File: config.mk
export PLATFORM = sky130hd
export DESIGN_NAME = dpd_train_ctrl
export DESIGN_NICKNAME = d
export VERILOG_FILES = /design/src/rtl/dpd_train_ctrl.sv
export SDC_FILE = /design/constraint.sdc
export NUM_CORES = 1
export LEC_CHECK = 0
export ABC_CLOCK_PERIOD_IN_PS = 4600
export CAP_MARGIN = 30
export CELL_PAD_IN_SITES_DETAIL_PLACEMENT = 0
export CELL_PAD_IN_SITES_GLOBAL_PLACEMENT = 1
export CORE_MARGIN = 8
export CORE_UTILIZATION = 29
export DETAILED_ROUTE_END_ITERATION = 10
export PLACE_DENSITY = 0.65
export SLEW_MARGIN = 10
export SYNTH_ARGS = -nofsm -noshare
export SYNTH_HDL_FRONTEND = slang
export SYNTH_SLANG_ARGS = --single-unit
export TNS_END_PERCENT = 50
File: constraint.sdc
create_clock -name clk -period 4.6 [get_ports clk]
set_clock_uncertainty 0.05 [all_clocks]
set_input_delay 0.92 -clock clk [delete_from_list [all_inputs] [get_ports clk]]
set_output_delay 0.92 -clock clk [all_outputs]
set_load 0.02 [all_outputs]
File: src/rtl/dpd_train_ctrl.sv
// DPD training sequencer: fires the test-signal generator, opens a capture window aligned to the
// PA feedback path, then hands off to the coefficient estimator, repeating for cfg_iter passes.
module dpd_train_ctrl #(
    parameter int SIG_LEN = 1024,
    parameter int PB_LAT  = 4,
    parameter int DLY_W   = 8,
    parameter int TO_W    = 16,
    localparam int IDX_W  = $clog2(SIG_LEN)
) (
    input  logic             clk,
    input  logic             reset_b,
    input  logic             train_go,
    input  logic             train_abort,
    input  logic [3:0]       cfg_iter,
    input  logic [DLY_W-1:0] cfg_loop_dly,
    input  logic [TO_W-1:0]  cfg_timeout,
    output logic             tsig_start,
    output logic             cap_en,
    output logic [IDX_W-1:0] cap_idx,
    output logic             est_req,
    input  logic             est_ack,
    output logic             busy,
    output logic             done,
    output logic             err,
    output logic [3:0]       iter_cnt
);

    typedef enum logic [2:0] {IDLE, START, WAIT, CAPT, EST} state_t;

    localparam logic [DLY_W+1:0] PB_LAT_M1 = (DLY_W+2)'(PB_LAT - 1);
    localparam logic [IDX_W-1:0] IDX_LAST  = IDX_W'(SIG_LEN - 1);

    state_t           state, state_nxt;
    logic             go_q;
    logic [DLY_W+1:0] tcnt;
    logic [DLY_W-1:0] loop_dly_q;
    logic [IDX_W-1:0] idx;
    logic [TO_W-1:0]  to_cnt;
    logic [3:0]       iter_tgt;
    logic [3:0]       iter_cnt_q;
    logic             err_q;
    logic             done_q;

    logic       go_rise;
    logic       abort;
    logic       cap_hit;
    logic       timeout_hit;
    logic [3:0] iter_inc;
    logic       last_iter;

    assign go_rise     = train_go & ~go_q;
    assign abort       = train_abort && (state != IDLE);
    assign cap_hit     = (tcnt == PB_LAT_M1 + {2'b00, loop_dly_q});
    assign timeout_hit = (cfg_timeout != '0) && ((to_cnt + TO_W'(1)) == cfg_timeout);
    assign iter_inc    = (iter_cnt_q == 4'hF) ? 4'hF : iter_cnt_q + 4'd1;
    assign last_iter   = (iter_inc == iter_tgt);

    // tcnt counts cycles since T0, so the WAIT exit lands cap_en on T0+PB_LAT+loop_dly
    always_comb begin
        state_nxt = state;
        case (state)
            IDLE:  if (go_rise) state_nxt = START;
            START: if (tcnt == (DLY_W+2)'(1)) state_nxt = WAIT;
            WAIT:  if (cap_hit) state_nxt = CAPT;
            CAPT:  if (idx == IDX_LAST) state_nxt = EST;
            EST: begin
                if (est_ack)          state_nxt = last_iter ? IDLE : START;
                else if (timeout_hit) state_nxt = IDLE;
            end
            default: state_nxt = IDLE;
        endcase
        if (abort) state_nxt = IDLE;
    end

    // go_q resets high so a go held through reset release is not taken as a new edge
    always_ff @(posedge clk or negedge reset_b) begin
        if (!reset_b) begin
            state      <= IDLE;
            go_q       <= 1'b1;
            tcnt       <= '0;
            loop_dly_q <= '0;
            idx        <= '0;
            to_cnt     <= '0;
            iter_tgt   <= 4'd1;
            iter_cnt_q <= '0;
            err_q      <= 1'b0;
            done_q     <= 1'b0;
        end else begin
            state  <= state_nxt;
            go_q   <= train_go;
            tcnt   <= (state == START || state == WAIT) ? tcnt + 1'b1 : '0;
            idx    <= (state == CAPT && state_nxt == CAPT) ? idx + 1'b1 : '0;
            to_cnt <= (state == EST && state_nxt == EST) ? to_cnt + 1'b1 : '0;
            done_q <= 1'b0;
            if (state == START && tcnt == '0)
                loop_dly_q <= cfg_loop_dly;
            if (state == IDLE && go_rise) begin
                err_q      <= 1'b0;
                iter_cnt_q <= '0;
                iter_tgt   <= (cfg_iter == 4'd0) ? 4'd1 : cfg_iter;
            end else if (abort) begin
                err_q <= 1'b1;
            end else if (state == EST) begin
                if (est_ack) begin
                    iter_cnt_q <= iter_inc;
                    if (last_iter) done_q <= 1'b1;
                end else if (timeout_hit) begin
                    err_q <= 1'b1;
                end
            end
        end
    end

    assign tsig_start = (state == START);
    assign cap_en     = (state == CAPT);
    assign cap_idx    = idx;
    assign est_req    = (state == EST);
    assign busy       = (state != IDLE);
    assign done       = done_q;
    assign err        = err_q;
    assign iter_cnt   = iter_cnt_q;

endmodule

# [Word level (Yosys, flattened, before mapping)]
# Index checks and enable logic that the tools add are counted.
[totals] reg_bits=58 word_cells=77
[classes] bitwise=2 n_mux=28 eq_ne=14 n_reduce_logical=18 add_sub_neg=5
[ops] cell="$mux W4" count=6
[ops] cell="$mux W3" count=7
[ops] cell="$add A10 B1 Y10 const B" count=2
[ops] cell="$mux W10" count=2
[ops] cell="$add A16 B1 Y16 const B" count=1
[ops] cell="$eq A16 B16 Y1" count=1
[ops] cell="$mux W16" count=1
[ops] cell="$reduce_bool A16 Y1" count=1
[ops] cell="$pmux W3 S5" count=1
[ops] cell="$mux W1" count=11
[ops] cell="$eq A10 B1 Y1 const B" count=1
[ops] cell="$eq A10 B10 Y1 const B" count=1
[ops] cell="$eq A10 B9 Y1" count=1
[ops] cell="$logic_not A10 Y1" count=1
[ops] cell="$add A2 B8 Y9 const A" count=1
[ops] cell="$eq A3 B2 Y1 const B" count=3
[ops] cell="$reduce_bool A3 Y1" count=3
[ops] cell="$eq A3 B3 Y1 const B" count=2
[ops] cell="$logic_and A1 B1 Y1" count=6
[ops] cell="$reduce_and A3 Y1" count=2
[ops] cell="$add A4 B1 Y4 const B" count=1
[ops] cell="$eq A4 B4 Y1" count=1
[ops] cell="$eq A4 B4 Y1 const B" count=1
[ops] cell="$logic_not A4 Y1" count=1
[ops] cell="8 further kinds" count=9

# [Depth between registers and ports, before layout]
[depth] depth_word=10 depth_mapped=8 depth_no_buf=8

# [Worst setup path after synthesis]
# No wires, ideal clock.
[synth_timing] path_type="input to register" start="input port cfg_timeout[10]" end="register to_cnt[10]" path_stages=7 path_buffers=1 arrival_ps=2344 path_slack_ps=2058 setup_ps=148 cell_sequence="xor2_1 -> nor2b_1 -> a221oi_1 -> o2111ai_1 -> nor4_4 -> buf_2 -> a211oi_2"
[synth_via] elab_chain_cells=9
[synth_lines] element="start, declared" line="16" rtl="input logic [TO_W-1:0] cfg_timeout,"
[synth_lines] element="$eq A16 B16 Y1 or $reduce_bool A16 Y1 (tied branches)" line="54" rtl="assign timeout_hit = (cfg_timeout != '0) && ((to_cnt + TO_W'(1)) == cfg_timeout);"
[synth_lines] element="$logic_and A1 B1 Y1 (*)" line="54"
[synth_lines] element="$mux W3 (*)" line="68" rtl="else if (timeout_hit) state_nxt = IDLE;"
[synth_lines] element="$mux W3 (*)" line="67" rtl="if (est_ack) state_nxt = last_iter ? IDLE : START;"
[synth_lines] element="$pmux W3 S5 (*)" line="61" rtl="case (state)"
[synth_lines] element="$mux W3 (*)" line="72" rtl="if (abort) state_nxt = IDLE;"
[synth_lines] element="$eq A3 B3 Y1 (*)" line="93" rtl="to_cnt <= (state == EST && state_nxt == EST) ? to_cnt + 1'b1 : '0;"
[synth_lines] element="$logic_and A1 B1 Y1 (*)" line="93"
[synth_lines] element="$mux W16 (*)" line="93"
[synth_lines] element="end signal, assigned" line="93"
[synth_lines] element="end, declared" line="38" rtl="logic [TO_W-1:0] to_cnt;"
# Every way passes the cells marked *; elsewhere a longest branch is shown, timed or not.
# A chain may end at the register's enable or synchronous reset.

# [Worst setup path after layout]
[layout_timing] start="register state[0]" end="output port tsig_start"
[layout_via] elab_chain_cells=1
[layout_lines] element="start, declared" line="33" rtl="state_t state, state_nxt;"
[layout_lines] element="start signal, assigned" line="89" rtl="state <= state_nxt;"
[layout_lines] element="$eq A3 B1 Y1" line="114" rtl="assign tsig_start = (state == START);"
[layout_lines] element="end, declared" line="17" rtl="output logic tsig_start,"
# Every way passes these cells.

==> flow_summary.ini <==
[run_status]
status = finished, final reports clean

[setup_path]
critical_path_class = reg -> out
worstPathRequired_ps = 3630
cp_data_arrival_time_ps = 1930
crit_path_launch_type = flip-flop
end_kind = output port
cp_max_fo = 9

[logic_synthesis]
netlist.top_cell.by_area = dfrtp_1
ys_seq_elements = 58
synth_top_cell_area_share_pct = 39.19
synth-compound-area-share_pct = 13.05
synthSimpleGateAreaFrac_pct = 23.09
synth-async-reset-ratio_pct = 100.0
yosys-mux-area-fraction_pct = 4.304
ys_dominant_reg_cell = dfrtp_1
post_synthesis_average_cell_area_um2 = 9.717
post_synth_main_area_contributors = dfrtp_1, xnor2_1, xor2_1, nor2_1, mux2_2
synth_fp_nets = 408
post_synthesis_share_of_cell_area_spent_on_full_adders_half_adders_and_majority_gates_pct = 2.449
synth.yosys.seq_area_share_pct = 40.66
number_of_enable_type_register_cells_in_the_synthesized_netlist = 0
most_numerous_cell_types_in_the_synthesized_netlist = dfrtp_1, nor2_1, xnor2_1
synth-xor-area-share_pct = 13.58
synth_top_family_by_area = simple AND/OR/NAND/NOR gates
synthesis.area_um2 = 3576
yosys.cell_types.count = 57
synthesis.instances = 368
yosysMostFrequentCell = dfrtp_1
yosys_warnings = 0

[global_route]
grt.met3_usage_pct = 3.328
grt_util_met2_pct = 19.59
groute.layer.met1.usage_pct = 12.96
grt_remaining_overflow = 0
grt_start_max_net_pins = 38
grt_antenna_before_repair = 0
gr_peak_layer = met2
first_global_vias = 3029
grt_first_pass_wirelength_um = 14870
grt_util_all_layers_pct = 11.30

[floorplan]
count_of_boundary_i_o_pins = 53
die-width_um = 127.0
initial_core_util_pct = 29.77
dieArea_um2 = 16140
core.rowCount = 40
chipHeight_um = 127.0
floorplan.core_area_um2 = 12010

[placement]
buffer_ports.inserted = 52
dpl-instance-area_um2 = 4240
detailedPlacementHpwl_um = 6516
gp_congestion = 0.7683

[job]
drv.max_cap_violation_count = 0

[route]
routedWlPerCell_um = 14.95
drc_markers = 0
detailedRoute.firstIterationViolations = 121
wirelength_um = 8569
avgViaCountPerCell = 4.981
detailed_route_via_count = 2854
first_pass_iters = 4
postRouteAntennaNets = 0

[clock_network]
post_cts.repair.setup_buffers = 0
htree_num_levels = 3
cts_tree = built
tritoncts.num_buffers = 9
cts-hold-fix-buffers = 0
post_cts.resized_instances = 0
cts.path.max_buffers = 2
clkTransAtPathRegs_ps = 50
clkLatencyLatePin_ps = 320
clk_root_buffer_cell = clkbuf_16
tritoncts_num_sinks = 58

[sta]
sum_neg_setup_slack_ps = 0
final-max-slew-violation-count = 0
period_minus_slack_ps = 2905
timing.final.crit_share_pct = 63.14
grt_setup_unrepaired = false
max_slew_margin_pct = 53.91
timing_hold_violations_final = 0
max_slew.worst_pin.slew_ps = 689.7
finalSetupViolations = 0
clock.fmax_mhz = 344.3

[cells_and_area]
num-nets-final = 461
fraction_of_final_layout_cells_with_drive_strength_greater_than_1_pct = 11.74
antenna_cells = 0
area.growth.synth_to_final_pct = 26.52
post-route-cell-area_um2 = 4524

[power_and_ir_drop]
total_leakage_power_nw = 1.757
power_density_nw_per_um2 = 392.5
vdd.ir_drop.worst_uv = 256.3

[worst_hold_path]
hold_path.class = reg -> reg
cells in the final DEF (no fill, tap or decap), types with 9 or more instances in the layout:
master / instances
nand2_1: 25
xnor2_1: 28
dfrtp_1: 56
nor3_1: 9
nand3_1: 19
nand4_1: 10
nor2_1: 36
xor2_1: 23
inv_1: 12
clkdlybuf4s50_1: 51
clkbuf_16: 9
o21ai_0: 15
mux2_2: 11
nor2b_1: 9
final timing paths:
check	startpoint	end	slack (ps)	cells past startpoint
min in group asynchronous	reset_b	loop_dly_q[3]$_DFFE_PN0P_	520	1
worst min register to register	iter_tgt[0]$_DFFE_PN1P_	iter_tgt[0]$_DFFE_PN1P_	450	2
worst max register to register	to_cnt[0]$_DFF_PN0_	to_cnt[2]$_DFF_PN0_	1840	8
worst min-delay path	iter_tgt[0]$_DFFE_PN1P_	iter_tgt[0]$_DFFE_PN1P_	450	2
max in group asynchronous	reset_b	cap_idx[4]$_DFF_PN0_	3100	2
worst max-delay path	state[0]$_DFF_PN0_	tsig_start	1700	2
state kept, by name (all words and copies together) (netlist names):
register    count
iter_tgt        4
cap_idx        10
err             1
done            1
state           3
tcnt           10
loop_dly_q      8
iter_cnt        4
go_q            1
to_cnt         16
through the flow:
stage | power, mW | utilization [%] | hold slack [ps] | instances | setup WS (ps)
floorplan | 1.017 | - | 421.2 | 368 | 2058
global placement | 1.164 | 35.30 | 439.5 | 557 | 1515
detailed placement | 1.174 | 35.30 | 443.4 | 557 | 1424
CTS | 1.806 | 37.67 | 450.4 | 573 | 1648
global route | 1.898 | 37.67 | 504.0 | 573 | 1547
finish | 1.776 | 37.67 | 448.6 | 573 | 1695
worst max-delay path: stages, from the launching register on:
cell             delay (ps)
dfrtp_1                 470
nor3b_1                 450
clkdlybuf4s50_1         700
kinds of logic after synthesis:
| kind of cell | Yosys count |
|---|---|
| AND/OR/NAND/NOR | 151 |
| adder cells (fa/ha/maj) | 7 |
| multiplexers | 14 |
| AO/OA/AOI/OAI | 60 |
| XOR/XNOR | 53 |
| flip-flops | 58 |
| buffers and inverters | 25 |
power breakdown:
group / switching, mW / total, mW / internal (mW)
logic: 0.228 / 0.471 / 0.243
registers: 0.0950 / 0.685 / 0.590
clock network: 0.213 / 0.619 / 0.406
total: 0.537 / 1.78 / 1.24
cell type report:
type | instances | area [um2]
sequential | 58 | 1454
clock buffer | 14 | 274.0
timing repair buffer | 55 | 538.0
inverter | 12 | 45.04
tap | 147 | 183.9
multi-input combinational | 285 | 2019
fill | 1210 | 7487
clock inverter | 2 | 10.01
layer usage:
metal  wire length [um]  share of wire, %
met4                109               1.3
met3                338               3.9
met1               3760                44
met2               4360                51
met5                  0                 0
No activity file was read; power rests on OpenSTA's default activity.
